File: src/rtl/Structures.sv
// Shared types for the stream register writer.
//   UART_PACKET : one byte of the receive stream plus its framing sideband
//   srw_state_t : controller states
//
// state | meaning
// IDLE  | waiting for a start-of-packet byte
// ADDR  | collecting the remaining address bytes (MS first)
// DATA  | collecting the bytes of a word (MS first)
// WRITE | word assembled, write request held until the register file accepts it
// DROP  | packet for another destination, consuming bytes up to EoP
package Structures;

  typedef struct packed {
    logic       Valid;
    logic       SoP;
    logic       EoP;
    logic [7:0] Source;
    logic [7:0] Destination;
    logic [7:0] Length;
    logic [7:0] Data;
  } UART_PACKET;

  typedef enum logic [2:0] {
    IDLE  = 3'd0,
    ADDR  = 3'd1,
    DATA  = 3'd2,
    WRITE = 3'd3,
    DROP  = 3'd4
  } srw_state_t;

endpackage

File: src/rtl/stream_reg_writer.sv
// Converts a framed byte stream into register writes. Each packet carries an
// address followed by any number of whole data words; words are written at
// consecutive addresses (or a fixed address when AUTO_INC is 0).
//
// Ports:
//   ipClk, ipReset  : clock and synchronous active-high reset
//   ipRxStream      : input byte stream (Valid/SoP/EoP/Destination/Data used)
//   opRxReady       : stream ready, low while a write is pending
//   opAddress       : register address
//   opWrData        : register write data
//   opWrEnable      : write request, completes when ipWrReady is high
//   ipWrReady       : register-file back-pressure
//   opWordCount     : completed writes, wrapping
//   opErrorCount    : framing errors, saturating
module stream_reg_writer
  import Structures::*;
#(
  parameter int         DATA_BYTES = 4,
  parameter int         ADDR_BYTES = 1,
  parameter logic [7:0] LOCAL_ID   = 8'h01,
  parameter bit         AUTO_INC   = 1'b1
) (
  input  logic                    ipClk,
  input  logic                    ipReset,
  input  UART_PACKET              ipRxStream,
  output logic                    opRxReady,
  output logic [8*ADDR_BYTES-1:0] opAddress,
  output logic [8*DATA_BYTES-1:0] opWrData,
  output logic                    opWrEnable,
  input  logic                    ipWrReady,
  output logic [15:0]             opWordCount,
  output logic [7:0]              opErrorCount
);

  localparam int AW = 8 * ADDR_BYTES;
  localparam int DW = 8 * DATA_BYTES;
  localparam logic [2:0] ADDR_LAST = 3'(ADDR_BYTES - 1);
  localparam logic [2:0] DATA_LAST = 3'(DATA_BYTES - 1);

  srw_state_t      state_q, state_d;
  logic [AW-1:0]   addr_q, addr_d;
  logic [DW-1:0]   data_q, data_d;
  logic [2:0]      cnt_q, cnt_d;
  logic            eop_q, eop_d;
  logic [15:0]     word_cnt_q, word_cnt_d;
  logic [7:0]      err_cnt_q, err_cnt_d;

  logic       rx_fire;
  logic       rx_sop;
  logic       rx_eop;
  logic       rx_local;
  logic [7:0] rx_byte;
  logic       start_pkt;
  logic       err_inc;

  // Source and Length play no part in framing.
  logic unused_fields;
  assign unused_fields = ^{ipRxStream.Source, ipRxStream.Length};

  assign opRxReady  = !ipReset && (state_q != WRITE);
  assign opWrEnable = !ipReset && (state_q == WRITE);

  assign rx_fire  = ipRxStream.Valid && opRxReady;
  assign rx_sop   = ipRxStream.SoP;
  assign rx_eop   = ipRxStream.EoP;
  assign rx_byte  = ipRxStream.Data;
  assign rx_local = (ipRxStream.Destination == LOCAL_ID);

  always_comb begin
    state_d    = state_q;
    addr_d     = addr_q;
    data_d     = data_q;
    cnt_d      = cnt_q;
    eop_d      = eop_q;
    word_cnt_d = word_cnt_q;
    err_cnt_d  = err_cnt_q;
    start_pkt  = 1'b0;
    err_inc    = 1'b0;

    case (state_q)
      IDLE: begin
        if (rx_fire) begin
          if (rx_sop) start_pkt = 1'b1;
          else        err_inc   = 1'b1;
        end
      end

      ADDR: begin
        if (rx_fire) begin
          if (rx_sop) begin
            err_inc   = 1'b1;
            start_pkt = 1'b1;
          end else begin
            addr_d = AW'({addr_q, rx_byte});
            if (cnt_q == ADDR_LAST) begin
              // EoP on the final address byte is a legal address-only packet.
              cnt_d   = 3'd0;
              state_d = rx_eop ? IDLE : DATA;
            end else if (rx_eop) begin
              err_inc = 1'b1;
              state_d = IDLE;
            end else begin
              cnt_d = cnt_q + 3'd1;
            end
          end
        end
      end

      DATA: begin
        if (rx_fire) begin
          if (rx_sop) begin
            err_inc   = 1'b1;
            start_pkt = 1'b1;
          end else begin
            data_d = DW'({data_q, rx_byte});
            if (cnt_q == DATA_LAST) begin
              cnt_d   = 3'd0;
              eop_d   = rx_eop;
              state_d = WRITE;
            end else if (rx_eop) begin
              err_inc = 1'b1;
              state_d = IDLE;
            end else begin
              cnt_d = cnt_q + 3'd1;
            end
          end
        end
      end

      WRITE: begin
        if (ipWrReady) begin
          word_cnt_d = word_cnt_q + 16'd1;
          if (AUTO_INC) addr_d = addr_q + AW'(1);
          state_d = eop_q ? IDLE : DATA;
        end
      end

      DROP: begin
        if (rx_fire && rx_eop) state_d = IDLE;
      end

      default: state_d = IDLE;
    endcase

    // A start byte, whether in IDLE or aborting a packet, begins a new packet.
    if (start_pkt) begin
      cnt_d = 3'd0;
      if (rx_local) begin
        addr_d = AW'(rx_byte);
        if (ADDR_BYTES == 1) begin
          state_d = rx_eop ? IDLE : DATA;
        end else if (rx_eop) begin
          err_inc = 1'b1;
          state_d = IDLE;
        end else begin
          cnt_d   = 3'd1;
          state_d = ADDR;
        end
      end else begin
        state_d = rx_eop ? IDLE : DROP;
      end
    end

    if (err_inc && (err_cnt_q != 8'hFF)) err_cnt_d = err_cnt_q + 8'd1;
  end

  always_ff @(posedge ipClk) begin
    if (ipReset) begin
      state_q    <= IDLE;
      addr_q     <= '0;
      data_q     <= '0;
      cnt_q      <= '0;
      eop_q      <= 1'b0;
      word_cnt_q <= '0;
      err_cnt_q  <= '0;
    end else begin
      state_q    <= state_d;
      addr_q     <= addr_d;
      data_q     <= data_d;
      cnt_q      <= cnt_d;
      eop_q      <= eop_d;
      word_cnt_q <= word_cnt_d;
      err_cnt_q  <= err_cnt_d;
    end
  end

  assign opAddress    = addr_q;
  assign opWrData     = data_q;
  assign opWordCount  = word_cnt_q;
  assign opErrorCount = err_cnt_q;

endmodule

File: config.mk
export PLATFORM = sky130hd
export DESIGN_NAME = stream_reg_writer
export DESIGN_NICKNAME = d
export VERILOG_FILES = /design/src/rtl/Structures.sv /design/src/rtl/stream_reg_writer.sv
export SDC_FILE = /design/constraint.sdc
export NUM_CORES = 1
export LEC_CHECK = 0
export ABC_CLOCK_PERIOD_IN_PS = 5300
export CORE_ASPECT_RATIO = 1.75
export CORE_MARGIN = 3
export CORE_UTILIZATION = 40
export CTS_CLUSTER_SIZE = 12
export DETAILED_ROUTE_END_ITERATION = 10
export PLACE_DENSITY = 0.74
export SYNTH_ARGS = -nofsm -noshare
export SYNTH_HDL_FRONTEND = slang
export SYNTH_SLANG_ARGS = --single-unit
File: constraint.sdc
create_clock -name ipClk -period 5.3 [get_ports ipClk]
set_input_delay 0.795 -clock ipClk [delete_from_list [all_inputs] [get_ports ipClk]]
set_output_delay 0.795 -clock ipClk [all_outputs]
set_load 0.03 [all_outputs]
Word level (Yosys, flattened, before mapping)
Cells that the tools add are included.
{"block": "word_totals", "reg_bits": 71, "latchBits": 0, "ram_bits": 0, "romBits": 0, "input_bits": 38, "out_inout_bits": 66, "n_memories": 0}
{"block": "classes", "n_addsub": 4, "mul": 0, "div_mod_pow": 0, "order_cmp": 0, "eq_ne": 19, "shift": 0, "n_mux": 42, "bitwise_logic": 1, "reduce_logical": 16}
{"cell": "3-bit 2-to-1 mux", "n": 19}
{"cell": "8-bit 2-to-1 mux", "n": 5}
{"cell": "3-bit != test, second input constant", "n": 6}
{"cell": "16-bit by 1-bit adder with 16-bit output, second input constant", "n": 1}
{"cell": "8-bit by 1-bit adder with 8-bit output, second input constant", "n": 2}
{"cell": "8-bit case mux with 2 select lines", "n": 1}
{"cell": "3-bit case mux with 5 select lines", "n": 1}
{"cell": "1-bit 2-to-1 mux", "n": 12}
{"cell": "2-bit != test, second input constant", "n": 5}
{"cell": "3-bit by 2-bit equality test with 1-bit output, second input constant", "n": 3}
{"cell": "8-bit by 1-bit equality test with 1-bit output, second input constant", "n": 1}
{"cell": "8-bit != test, second input constant", "n": 1}
{"cell": "7-bit AND reduction", "n": 1}
{"cell": "3-bit logical NOT", "n": 2}
{"cell": "3-bit case mux with 2 select lines", "n": 1}
{"cell": "1-bit logical AND", "n": 5}
{"cell": "5-bit AND reduction", "n": 1}
{"cell": "2-bit 2-to-1 mux", "n": 2}
{"cell": "4-bit AND reduction", "n": 1}
{"cell": "3-bit by 1-bit adder with 3-bit output, second input constant", "n": 1}
{"cell": "3-bit by 1-bit equality test with 1-bit output, second input constant", "n": 1}
{"cell": "3-bit equality test, second input constant", "n": 1}
{"cell": "3-bit by 2-bit != test with 1-bit output, second input constant", "n": 1}
{"cell": "1-bit case mux with 3 select lines", "n": 1}
{"cell": "7 further kinds", "n": 7}

Longest topological paths before layout
Gate-level depths: netlist of run 1.
{"block": "logic_depth", "word_depth": 7, "depth_mapped": 8, "depth_no_buf": 7}

Worst setup path after synthesis of run 1
Ideal clock, no wire load.
{"block": "synth_path", "kind": "input to output", "startpoint": "input port ipReset", "endpoint": "output port opRxReady", "arrival_time_ns": 1.610, "path_slack_ns": 2.895, "cell_stages": 3, "path_buffers": 2, "cell_sequence": "clkbuf_1 clkbuf_1 nor2_1"}
{"block": "synth_between", "elab_chain_len": 2}
{"element": "from (decl)", "line_no": "stream_reg_writer.sv:24", "rtl": "input logic ipReset,"}
{"element": "1-bit logical NOT", "line_no": "stream_reg_writer.sv:60", "rtl": "assign opRxReady = !ipReset && (state_q != WRITE);"}
{"element": "1-bit logical AND", "line_no": "stream_reg_writer.sv:60"}
{"element": "to (decl)", "line_no": "stream_reg_writer.sv:26", "rtl": "output logic opRxReady,"}
No other way between the ends.

Worst setup path after layout of run 1
{"block": "layout_path", "startpoint": "register state_q[0]", "endpoint": "output port opWrEnable"}
{"block": "layout_between", "elab_chain_len": 2}
{"element": "from (decl)", "line_no": "stream_reg_writer.sv:40", "rtl": "srw_state_t state_q, state_d;"}
{"element": "from (signal assigned)", "line_no": "stream_reg_writer.sv:177", "rtl": "state_q <= state_d;"}
{"element": "3-bit by 2-bit equality test with 1-bit output", "line_no": "stream_reg_writer.sv:61", "rtl": "assign opWrEnable = !ipReset && (state_q == WRITE);"}
{"element": "1-bit logical AND", "line_no": "stream_reg_writer.sv:61"}
{"element": "to (decl)", "line_no": "stream_reg_writer.sv:29", "rtl": "output logic opWrEnable,"}
No other way between the ends.

==> results of run 1 <==
-- worst min-delay path, cell delays in order (launching register included) --
cell,delay (ns)
dfxtp_1,0.30
nand2_1,0.05
a21oi_1,0.05
-- area by class of cell --
type / instances / area (µm²)
clock buffers: 13 / 260
clock inverters: 3 / 17.5
fillers: 732 / 3320
inverters: 5 / 18.8
multi-input cells: 295 / 1710
flip-flops and latches: 71 / 1420
well taps: 88 / 110
repair buffers: 88 / 873
-- flip-flops by register name, indices dropped and copies added, names as in the netlist --
name / cells
opErrorCount: 8
eop_q: 1
opWrData: 32
cnt_q: 3
state_q: 3
opWordCount: 16
opAddress: 8
-- worst paths after layout --
| check | endpoint | slack (ns) | cells past startpoint |
|---|---|---|---|
| setup / recovery | opWrEnable | 2.37 | 3 |
| hold / removal | opWrData[26] | 0.45 | 2 |
| setup reg to reg | eop_q | 2.90 | 5 |
| hold reg to reg | opWrData[26] | 0.45 | 2 |
-- power breakdown --
group          total (µW)  switching (µW)  internal (µW)  leakage (µW)
Clock                 555             215            341      0.000136
Combinational        68.5            37.7           30.8      0.000893
Sequential            545            7.97            537      0.000572
-- logic make-up after synthesis --
family                     count (synthesis)
AOI/OAI and AO/OA                         81
xor gates and xnor gates                  16
adders and majority gates                  6
buffers and inverters                     27
DFF                                       71
muxes                                      5
and+or+nand+nor                          187
-- cell usage after synthesis (all sizes together), types with 3 or more instances --
master	count
nand2	90
dfxtp	71
a21oi	43
nor2	25
nand3	15
clkbuf	12
buf	10
o21ai	10
xor2	10
nor3	8
a22o	6
ha	6
nand2b	6
xnor2	6
and3	5
and4	5
inv	5
mux2i	5
nand4	5
or3	5
and2	4
nand3b	3
nor2b	3
nor4b	3
o211a	3
-- metal layers --
metal / share of wire [%] / GRT usage [%] / wire length, µm
met5: 0 / 0 / 0
met4: 2.8 / 8.22 / 229
met3: 4.7 / 4.42 / 382
met2: 52 / 29.9 / 4220
met1: 40 / 20.6 / 3220
-- per-stage QoR --
stage,hold WS (ns),cell area (µm²),instances,utilization (%)
after global routing,0.473,4410,563,57.1
after CTS,0.454,4410,563,57.1
after global placement,0.442,4130,547,53.5
after floorplan,0.464,3240,393,-
final,0.449,4410,563,57.1
after detailed placement,0.447,4130,547,53.5
==> impl_metrics.toml, run 1 <==
[power_and_ir_drop]
ir_drop_uv = 151
p_total_uw = 1170
powerDensity_nw_per_um2 = 265
p_leak_uw = 0.00160

[detailed_routing]
drt-initial-drc-count = 209
routedWlPerCell_um = 14.3
firstDrtPassIters = 6
drc_errors = 0
ant_nets = 0
routed_wl_mm = 8.05
post_drt_via_cell_ratio = 5.49
vias = 3091

[clock_tree]
cts_root_buf = "clkbuf_16"
ctsHoldBuffers = 0
worstSkewPairLatency_ns = 0.33
postCtsSetupBuffers = 0
h-tree-depth = 3
cts_buffers = 9
clock_path_buffers = 2
cts_sinks = 71
ctsResizeCount = 0
clk_pin_slew_ns = 0.05
cts_tree = "built"

[final_layout]
drive_gt1_share_pct = 4.42
fin_nets = 514
areaGrowthSynthToFinish_pct = 36.1
layout_common_cells = "nand2_1, clkdlybuf4s50_1, dfxtp_1"
final_common_cell = "nand2_1"
diodes = 0

[yosys]
yosysSeqAreaShare_pct = 43.9
synth_edf_count = 0
synth_area_leaders = "dfxtp_1, nand2_1, a21oi_1"
synth_top_cell_area_share_pct = 43.9
synth_top_family_by_area = "simple AND/OR/NAND/NOR gates"
ys.flop_type = "dfxtp_1"
synth_fa_ha_area_share_pct = 2.32
synth-xor-area-share_pct = 4.33
synth_compound_area_share_pct = 15.6
yosys.area.top_type = "dfxtp_1"
synth-seq-cells = 71
syn-cell-area_um2 = 3240
avgSynthCellArea_um2 = 8.24
synth-simple-area-share_pct = 28.9
async_reset_ff_share_pct = 0
synthCells = 393
yosys_warnings = 0
ys_types = 49
synth_mux_area_share_pct = 1.54
syn-num-nets = 437

[global_route]
track_usage_pct = 17.8
grt_pass1_wl_mm = 13.1
antenna_found_initial = 0
grt_overflow = 0
grt_max_degree = 46
grt_pass1_vias = 2850

[setup_path]
worst_ep_required_time_ns = 4.51
endpoint_kind = "primary output"
cp_data_arrival_time_ns = 2.13
cp_cell_sequence = "nand3b_1 > nor2_1 > clkdlybuf4s50_1"
critical_path.max_stage_delay_ns = 0.73
cp_num_buf_inv = 1
setup.worst_path.start = "state_q[0]"
cp_slowest_cell = "dfxtp_1"
critical_path.top_delay_family = "flip-flops"
start_kind = "flip-flop"
rr_startpoint = "state_q[2]"
worstSetupPathType = "flip-flop to primary output"
cp_max_fo = 19

[die]
start_util_pct = 41.9
dieArea_um2 = 9260
core_um2 = 7720
ioPinCount = 104
rows = 42
die_x_um = 74.0
die-height_um = 125

[placed_design]
dp_hpwl_mm = 5.77
port_buffers = 87
finalWeightedCongestion = 0.761
dpl_worst_slack_ns = 2.04

[sta]
report.final.slew_viol_count = 0
timing.fmax_mhz = 341
skew_ns = 0.00372
worst-slew-pin-transition_ns = 1.11
relSlewSlack_pct = 26.3
fin_ws_ns = 2.37
period_share_pct = 55.3
hold_violations = 0
setup_tns_ns = 0
fin_crit_ns = 2.93
finalSetupViolations = 0
grt_setup_unrepaired = "false"

[outcome]
status = "completed"

[hold_path]
hold_path_class = "flip-flop to flip-flop"
hold_start = "opWrData[26]"

[flow_run]
cap_violations = 0
Note: power is estimated with default switching activity, not from simulation.
==> run 2: changes to the inputs <==
--- a/config.mk
+++ b/config.mk
@@ -5,13 +5,13 @@
 export SDC_FILE = /design/constraint.sdc
 export NUM_CORES = 1
 export LEC_CHECK = 0
-export ABC_CLOCK_PERIOD_IN_PS = 5300
+export ABC_CLOCK_PERIOD_IN_PS = 2460
 export CORE_ASPECT_RATIO = 1.75
 export CORE_MARGIN = 3
 export CORE_UTILIZATION = 40
 export CTS_CLUSTER_SIZE = 12
 export DETAILED_ROUTE_END_ITERATION = 10
-export PLACE_DENSITY = 0.74
+export PLACE_DENSITY = 0.77
 export SYNTH_ARGS = -nofsm -noshare
 export SYNTH_HDL_FRONTEND = slang
 export SYNTH_SLANG_ARGS = --single-unit
==> constraint.sdc (replaced) <==
create_clock -name ipClk -period 2.46 [get_ports ipClk]
set_input_delay 0.369 -clock ipClk [delete_from_list [all_inputs] [get_ports ipClk]]
set_output_delay 0.369 -clock ipClk [all_outputs]
set_load 0.03 [all_outputs]
==> run 2 against run 1 <==
  * Wire length grew 0.73%
  * Worst hold slack gained 0.0056 ns
  * Clock skew grew 0.00084 ns
  * Critical path depth is the same
  * Register-to-register slack lost 2.4 ns
  * First-iteration DRC count grew 9.1%
  * Critical path type unchanged
  * Critical endpoint unchanged
  * Largest power group unchanged
  * Highest routed layer unchanged
==> impl_metrics.toml, run 2 (synthesis gave the netlist of run 1 again) <==
[power_and_ir_drop]
p_leak_uw = 0.00166
p_total_uw = 2610
clock_power_share_pct = 48.9
p_sw_uw = 590
comb_power_share_pct = 6.2
seq_power_share_pct = 44.9
sw_frac_of_total_pct = 22.6
powerDensity_nw_per_um2 = 577
internal_power_uw = 2020
ir_drop_uv = 318

[detailed_routing]
drt-initial-drc-count = 228
firstDrtPassIters = 4
post_drt_via_cell_ratio = 5.45
routedWlPerCell_um = 14.2
drc_errors = 0
ant_nets = 0
routed_wl_mm = 8.11
vias = 3120

[sta]
relSlewSlack_pct = 72.1
holdWs_ns = 0.455
setup_tns_ns = 0
hold_violations = 0
report.final.slew_viol_count = 0
grt_setup_unrepaired = "false"
skew_ns = 0.00455
worst-slew-pin-transition_ns = 0.417
period_share_pct = 91.2
fin_crit_ns = 2.24
finalSetupViolations = 0
timing.fmax_mhz = 446

[clock_tree]
postCtsSetupBuffers = 0
cts_buffers = 9
cts_sinks = 71
clk_pin_slew_ns = 0.06
h-tree-depth = 3
cts_root_buf = "clkbuf_16"
clock_path_buffers = 2
worstSkewPairLatency_ns = 0.33
cts_tree = "built"

[final_layout]
largest_reg_flops = 32
final_cell_count_no_fill = 573
drive_gt1_share_pct = 7.01
layout_common_cells = "nand2_1, clkdlybuf4s50_1, dfxtp_1"
diodes = 0
final_common_cell = "nand2_1"
fin_nets = 524
design_area_um2 = 4520
areaGrowthSynthToFinish_pct = 39.4

[global_route]
grt_use_met2_pct = 32.1
grt_pass1_vias = 2974
grt_max_degree = 41
grt_overflow = 0
gr-usage-met3_pct = 4.74
grt_busiest_layer = "met2"
track_usage_pct = 18.4
antenna_found_initial = 0
grt_pass1_wl_mm = 13.6
use_met1_pct = 20.6

[setup_path]
cp_slowest_cell = "clkdlybuf4s50_1"
worstSetupPathType = "flip-flop to primary output"
worst_ep_required_time_ns = 2.09
cp_cell_sequence = "nand3b_1 > nor2_1 > clkdlybuf4s50_1"
cp_data_arrival_time_ns = 1.88
critical_path.top_delay_family = "buffers and inverters"
endpoint_kind = "primary output"
start_kind = "flip-flop"
cp_num_buf_inv = 1
cp_max_fo = 12
critical_path.max_stage_delay_ns = 0.70

[placed_design]
dp_hpwl_mm = 5.95
port_buffers = 87
place_area_um2 = 4220
finalWeightedCongestion = 0.803
dpl.cell_count = 557

[hold_path]
hold_path_class = "flip-flop to flip-flop"

[outcome]
status = "completed"

[die]
start_util_pct = 41.9
ioPinCount = 104
dieArea_um2 = 9260
core_um2 = 7720
die-height_um = 125
die_x_um = 74.0
rows = 42

[flow_run]
cap_violations = 0
==> run 2: stage by stage <==
step	utilization, %	worst slack (ns)
2_1_floorplan	-	0.749
5_1_grt	58.5	0.145
6_report	58.5	0.216
3_5_place_dp	54.6	0.226
4_1_cts	58.5	0.0895
3_3_place_gp	54.6	0.293
==> run 2: final timing paths <==
| check | startpoint | endpoint | slack, ns | cells past startpoint |
|---|---|---|---|---|
| hold / removal | opWrData[29] | opWrData[29] | 0.45 | 2 |
| setup reg to reg | state_q[0] | opErrorCount[5] | 0.53 | 6 |
| setup / recovery | state_q[1] | opWrEnable | 0.22 | 3 |
| hold reg to reg | opWrData[29] | opWrData[29] | 0.45 | 2 |
==> run 2: cell type report <==
class                   instances  area (µm²)
multi-input cells             295        1710
clock inverters                 7        72.6
well taps                      88         110
clock buffers                   9         225
fillers                       687        3210
flip-flops and latches         71        1420
repair buffers                 98         961
inverters                       5        18.8
==> run 2: timing repair <==
action | in CTS | in global routing
setup endpoints to repair | 0 | 1
gates resized for setup | 0 | 1
hold buffers | 0 | 0
==> run 2: metal layers <==
layer | share of wire, % | wire length (µm)
met3 | 4.3 | 346
met4 | 2.2 | 182
met2 | 55 | 4470
met5 | 0 | 0
met1 | 38 | 3110
==> run 2: worst register-to-register path, stage by stage (launching register included) <==
cell      delay, ns
dfxtp_1        0.33
buf_4          0.20
a21oi_1        0.33
o311a_1        0.28
o211ai_1       0.20
or3_1          0.39
a21oi_1        0.14
==> run 2: power by group through the flow <==
stage	registers, µW	logic, µW	clock network (µW)
6_report	1170	163	1270
5_1_grt	1170	179	1350
4_1_cts	1170	163	1300
3_5_place_dp	1190	162	0
3_3_place_gp	1190	160	0
2_1_floorplan	1190	87.3	0
==> run 3: changes to the inputs <==
--- a/config.mk
+++ b/config.mk
@@ -9,6 +9,7 @@
 export CORE_ASPECT_RATIO = 1.75
 export CORE_MARGIN = 3
 export CORE_UTILIZATION = 40
+export CTS_BUF_LIST = sky130_fd_sc_hd__clkbuf_4 sky130_fd_sc_hd__clkbuf_8
 export CTS_CLUSTER_SIZE = 12
 export DETAILED_ROUTE_END_ITERATION = 10
 export PLACE_DENSITY = 0.77
==> run 3 against run 2 <==
  * Non-clock buffer count stayed put
  * First-iteration DRC count is 12% lower
  * Via count is 0.38% lower
  * Cell count stayed put
  * Critical path type unchanged
  * Largest power group is now sequential cells
==> impl_metrics.toml, run 3 (synthesis gave the netlist of run 1 again) <==
[setup_path]
cp_cell_sequence = "nand3b_1 > nor2_1 > clkdlybuf4s50_1"
worstSetupPathType = "flip-flop to primary output"
cp_max_fo = 12
worst_ep_required_time_ns = 2.09
cp_num_buf_inv = 1
critical_path.top_delay_family = "buffers and inverters"
critical_path.max_stage_delay_ns = 0.70
endpoint_kind = "primary output"
start_kind = "flip-flop"
cp_data_arrival_time_ns = 1.88
cp_slowest_cell = "clkdlybuf4s50_1"

[final_layout]
largest_reg_flops = 32
diodes = 0
drive_gt1_share_pct = 7.01
fillers = 711
areaGrowthSynthToFinish_pct = 36.3
fin_nets = 524
final_common_cell = "nand2_1"
layout_common_cells = "nand2_1, clkdlybuf4s50_1, dfxtp_1"

[clock_tree]
clock_path_buffers = 2
cts_tree = "built"
h-tree-depth = 3
cts_buffers = 9
cts_sinks = 71
cts_root_buf = "clkbuf_8"
worstSkewPairLatency_ns = 0.34
postCtsSetupBuffers = 0
clk_pin_slew_ns = 0.08

[sta]
period_share_pct = 91.2
relSlewSlack_pct = 71.9
fin_crit_ns = 2.24
report.final.slew_viol_count = 0
timing.fmax_mhz = 446
grt_setup_unrepaired = "false"
hold_violations = 0
worst-slew-pin-transition_ns = 0.420
finalSetupViolations = 0
setup_tns_ns = 0
skew_ns = 0.0109

[power_and_ir_drop]
ir_drop_uv = 235
p_total_uw = 2240
comb_power_share_pct = 7.3
seq_power_share_pct = 52.0
clock_power_share_pct = 40.7
p_leak_uw = 0.00161
p_sw_uw = 545
powerDensity_nw_per_um2 = 508
internal_power_uw = 1700
sw_frac_of_total_pct = 24.3

[placed_design]
port_buffers = 87
dp_hpwl_mm = 5.95
finalWeightedCongestion = 0.803

[global_route]
grt_overflow = 0
track_usage_pct = 17.9
grt_pass1_vias = 2963
grt_max_degree = 41
antenna_found_initial = 0
grt_pass1_wl_mm = 13.4

[detailed_routing]
firstDrtPassIters = 5
routedWlPerCell_um = 13.9
drc_errors = 0
ant_nets = 0
post_drt_via_cell_ratio = 5.42
vias = 3108
drt-initial-drc-count = 200
routed_wl_mm = 7.99

[die]
die-height_um = 125
dieArea_um2 = 9260
core_um2 = 7720
rows = 42
start_util_pct = 41.9
die_x_um = 74.0
ioPinCount = 104

[outcome]
status = "completed"

[flow_run]
cap_violations = 0

[hold_path]
hold_path_class = "flip-flop to flip-flop"
## run 3: power groups by stage
stage / registers (µW) / clock network [µW] / logic, µW
2_1_floorplan: 1190 / 0 / 87.3
3_3_place_gp: 1190 / 0 / 160
3_5_place_dp: 1190 / 0 / 162
4_1_cts: 1170 / 939 / 163
5_1_grt: 1170 / 973 / 179
6_report: 1170 / 913 / 164
## run 3: layer usage
layer | vias up | global-route usage (%) | part of all wire [%]
met5 | - | 0 | 0
met4 | 0 | 8.32 | 2.5
met3 | 18 | 2.89 | 4.6
met2 | 84 | 31.5 | 54
met1 | 1462 | 20.1 | 39
li1 | 1544 | - | -
## run 3: worst register-to-register path, delay by kind of cell, from the launching register on
kind            cells  cell delay (ns)
simple gates        1             0.39
compound gates      4             0.94
flops               1             0.33
buf+inv             1             0.20
## run 3: final timing paths
| kind | from | end | slack (ns) | cells after the start |
|---|---|---|---|---|
| worst max-delay path | state_q[1] | opWrEnable | 0.22 | 3 |
| worst min-delay path | opWrData[30] | opWrData[30] | 0.46 | 2 |
| worst max register to register | state_q[0] | opErrorCount[5] | 0.53 | 6 |
| worst min register to register | opWrData[30] | opWrData[30] | 0.46 | 2 |
## run 3: area by class of cell
class / instances / area, µm² / area share (%)
Clock buffer: 9 / 124 / 2.81
Sequential cell: 71 / 1420 / 32.2
Multi-Input combinational cell: 295 / 1710 / 38.7
Tap cell: 88 / 110 / 2.49
Inverter: 5 / 18.8 / 0.425
Timing Repair Buffer: 98 / 961 / 21.8
Clock inverter: 7 / 72.6 / 1.64
## run 3: metrics by stage
stage               hold slack (ns)  cells  util, %  setup WS, ns  instance area, µm²
detailed placement            0.449    557     54.6         0.226                4220
global placement              0.442    557     54.6         0.293                4220
finish                        0.458    573     57.2         0.216                4420
CTS                           0.460    573     57.1        0.0627                4410
floorplan                     0.464    393        -         0.749                3240
global route                  0.478    573     57.2         0.125                4420
## run 3: timing repair
| item | in CTS | in global routing |
|---|---|---|
| resized for setup | 0 | 1 |
| hold buffers | 0 | 0 |
| setup endpoints to repair | 0 | 1 |
==> edit 1, RTL diff (config.mk and constraints of run 3) <==
Set the parameter `DATA_BYTES` to 8 (it was 4).
--- a/src/rtl/stream_reg_writer.sv
+++ b/src/rtl/stream_reg_writer.sv
@@ -16,5 +16,5 @@
   import Structures::*;
 #(
-  parameter int         DATA_BYTES = 4,
+  parameter int         DATA_BYTES = 8,
   parameter int         ADDR_BYTES = 1,
   parameter logic [7:0] LOCAL_ID   = 8'h01,
Interface: changed (resized opWrData); port bits go from 104 to 136. No check against the original RTL was run, so the function may have changed too.
==> edit 1 against run 3 <==
Sequential share of layout area is 2.5 points higher; wire length is 41% higher; critical path depth stayed put; sequential cell count is 32 higher; worst setup slack worse by 0.051 ns; total power is 38% higher; cell area is 35% higher; synthesized area is 37% higher; global-route usage is 0.33 points higher; largest cell class unchanged; highest routed layer unchanged.
==> edit 1: results (changes against run 3) <==
[run_status]
status=completed

[place]
port_buffers=119  ; +37%
place.gp.congestion=0.876  ; +9.1%
hpwl_um=8280  ; +39%

[synth]
syn-num-nets=583  ; +33%
yosys-top-cells-count=nand2_1 (156), dfxtp_1 (103), a21oi_1 (76)
synth_xor_area_share_pct=3.35  ; -0.98 points
synthMuxAreaShare_pct=0.675  ; -0.87 points
seq_area_frac_synth_pct=46.3  ; +2.5 points
synth_cell_types=64  ; +31%
synthAdderAreaFrac_pct=1.69  ; -0.63 points
synth_compound_area_share_pct=16.4  ; +0.83 points
ys_top_cells_by_area=dfxtp_1 (46%), nand2_1 (13%), a21oi_1 (8.5%), xor2_1 (2.8%), nor2_1 (2.4%)

[sta]
worst_pin_slew_ns=0.571  ; +0.151 ns
skew_ns=0.0148  ; +0.00387 ns

[routing]
wire_per_inst_um=14.4  ; +3.4%
first_iter_violations=307  ; +54%
viasPerCell=5.28  ; -2.7%

[worst_setup_path]
slowest_delay_ns=0.60  ; -0.10 ns
cp.arrival_ns=1.93  ; +0.05 ns
worstPathMaxFanout=11  ; -1

[worst_hold_path]
hold_class=primary input to flip-flop

[final_layout]
drive_above_1_share_pct=7.20  ; +0.19 points
fin_nets=692  ; +32%
largest_register_ffs=64  ; +100%
n_fill_cell=997  ; +40%

[grt]
grt_pass1_wl_um=18500  ; +38%
grt_pass1_vias=3858  ; +30%
grt_max_degree=65  ; +59%

[pwr]
leakagePower_nw=2.06  ; +28%

[clock_network]
worst_skew_pair.late_latency_ns=0.37  ; +0.03 ns
path_clk_slew_ns=0.11  ; +0.03 ns

==> edit 1: worst paths after layout <==
check,from,endpoint,cells after the start
worst min register to register,opWrData[56],opWrData[56],2
worst max-delay path,state_q[0],opRxReady,3
worst min-delay path,ipReset,opWordCount[12],2
worst max register to register,state_q[0],opAddress[3],6
==> edit 1: per-stage QoR <==
step	hold WS [ns]	instances	worst slack, ns	cell area (sq um)
3_5_place_dp	0.448	767	0.189	5710
2_1_floorplan	0.464	539	0.752	4450
4_1_cts	0.336	783	0.0623	5950
3_3_place_gp	0.442	767	0.245	5710
5_1_grt	0.348	783	0.0658	5950
6_report	0.360	783	0.165	5950
==> edit 1: cell type report <==
class | instances | area (sq um) | area share (%)
multi-input cells | 396 | 2150 | 36.2
flip-flops and latches | 103 | 2060 | 34.7
repair buffers | 129 | 1300 | 21.9
well taps | 130 | 163 | 2.73
clock buffers | 9 | 124 | 2.08
clock inverters | 7 | 113 | 1.89
inverters | 9 | 33.8 | 0.568
==> edit 1: power by group <==
| group | total, W | internal, W | switching, W |
|---|---|---|---|
| logic | 0.000204 | 0.0000849 | 0.000119 |
| clock network | 0.00122 | 0.000598 | 0.000622 |
| registers | 0.00168 | 0.00167 | 0.00000826 |
| total | 0.00311 | 0.00236 | 0.000750 |
==> edit 1: repair_timing <==
| item | 4_1_cts | 5_1_grt |
|---|---|---|
| setup endpoints to repair | 0 | 1 |
| buffers inserted | 0 | 0 |
| gates resized for setup | 0 | 1 |
==> edit 1: routing by layer <==
layer	track usage, %	routed length (um)	up-vias
met5	0	0	-
met4	8.56	359	0
met3	2.89	462	27
met2	33.5	6240	132
met1	19.7	4230	1928
li1	-	-	2046
==> edit 1: critical path: cells and delay by family (launching register included) <==
kind	cells	cell delay (ns)
simple gates	2	0.41
buf+inv	1	0.60
flops	1	0.55
==> edit 2, RTL diff (config.mk and constraints of run 3) <==
Without the edit above. Reset style: asynchronous (`ipReset`), changed in one clocked block. Comments in the files are not updated.
--- a/src/rtl/stream_reg_writer.sv
+++ b/src/rtl/stream_reg_writer.sv
@@ -165,5 +165,5 @@
   end
 
-  always_ff @(posedge ipClk) begin
+  always_ff @(posedge ipClk or posedge ipReset) begin
     if (ipReset) begin
       state_q    <= IDLE;
Behaviour: differs if ipReset is asserted again (counterexample within 4 cycles, from zero or initial values and one cycle with ipReset high); with ipReset held inactive, the same outputs for 4 cycles.
==> edit 2 against run 3 <==
Maximum frequency increased by 1.1%; synthesized area up 5.6%; highest routed layer unchanged; first-iteration DRC count decreased by 37%; die area grew 5.2%; cell area increased by 5.2%; worst setup slack better by 0.023 ns; wire length shrank 4.6%; sequential cell count unchanged; sequential share of layout area increased by 6.0 points.
Power is not compared: it rests on default switching activity, and its combinational part moved more than twofold at a synthesized area within 25%.
==> edit 2: results (changes against run 3) <==
[worst_setup_path]
startpoint=state_q[2]
r2r_end=opErrorCount[1]
worstPathMaxFanout=4  ; -8
r2r_slack_ns=0.43  ; -0.10 ns
cp.arrival_ns=1.85  ; -0.03 ns
r2r_start=cnt_q[0]

[place]
hpwl_um=5740  ; -3.5%
place.gp.congestion=0.822  ; +2.5%
dp.cells=488  ; -12%
dpl_cell_area_sq_um=4440  ; +5.3%

[grt]
grt_pass1_vias=2733  ; -7.8%
grt_max_degree=57  ; +39%
track_usage_pct=16.7  ; -1.2 points
met1_usage_pct=17.9  ; -2.2 points
gr-usage-met2_pct=30.5  ; -1.0 points
grt_pass1_wl_um=13100  ; -2.0%
grtUsageMet3_pct=4.69  ; +1.8 points

[synth]
syn-num-nets=334  ; -24%
ys_warn_count=0  ; unchanged
synth_cell_types=52  ; +6.1%
yosys-top-cells-count=dfrtp_1 (71), mux2_2 (34), nand2_1 (19), xnor2_1 (19), nor2_1 (17)
synth_xor_area_share_pct=6.14  ; +1.8 points
async_flop_share_pct=100  ; +100 points
seq_area_frac_synth_pct=51.9  ; +8.1 points
ys_top_cells_by_area=dfrtp_1 (52%), mux2_2 (11%), xnor2_1 (4.9%), a22o_1 (2.3%), ha_1 (2.2%)
synth_cells=290  ; -26%
synthAdderAreaFrac_pct=2.19  ; -0.12 points
synthMuxAreaShare_pct=12.4  ; +11 points
synth_compound_area_share_pct=8.01  ; -7.6 points

[final_layout]
drive_above_1_share_pct=19.0  ; +12 points
fin_nets=428  ; -18%
layoutNonFillerInstCount=504  ; -12%
largest_register_ffs=32  ; unchanged

[routing]
num_vias=2614  ; -16%
first_pass_iters=4  ; -1
first_iter_violations=126  ; -37%

[run_status]
status=completed

[clock_network]
cts.repair.resized=0  ; unchanged

[sta]
skew_ns=0.00641  ; -0.00453 ns
holdWs_ns=0.465  ; +0.00667 ns

[worst_hold_path]
holdPathEnd=opWordCount[15]
worstHoldStart=opWordCount[15]
hold_path_depth=1  ; -1

[pwr]
p_total_w=0.00263

[edit 2: cell count changes in the layout (fill, tap and decap cells not counted), sizes merged, moves of 13 or more]
cell	before	now
a21oi	43	5
dfrtp	0	71
dfxtp	71	0
mux2	0	35
nand2	90	20
xnor2	6	19
[edit 2: metal layers]
| metal | vias to the layer above | wire length (um) |
|---|---|---|
| met5 | - | 0 |
| met4 | 0 | 178 |
| met3 | 16 | 370 |
| met2 | 65 | 4160 |
| met1 | 1303 | 2920 |
| li1 | 1230 | - |
[edit 2: cell type report]
cell class                      instances  area [sq um]
Sequential cell                        71          1780
Clock inverter                          3          42.5
Multi-Input combinational cell        197          1540
Inverter                                9          33.8
Fill cell                             756          3670
Clock buffer                           13           160
Tap cell                              115           144
Timing Repair Buffer                   96           951
[edit 2: kinds of logic after synthesis]
group | count (synthesis)
AO/OA/AOI/OAI | 36
buffers and inverters | 22
flip-flops | 71
multiplexers | 38
adder cells (fa/ha/maj) | 6
AND/OR/NAND/NOR | 93
XOR/XNOR | 24
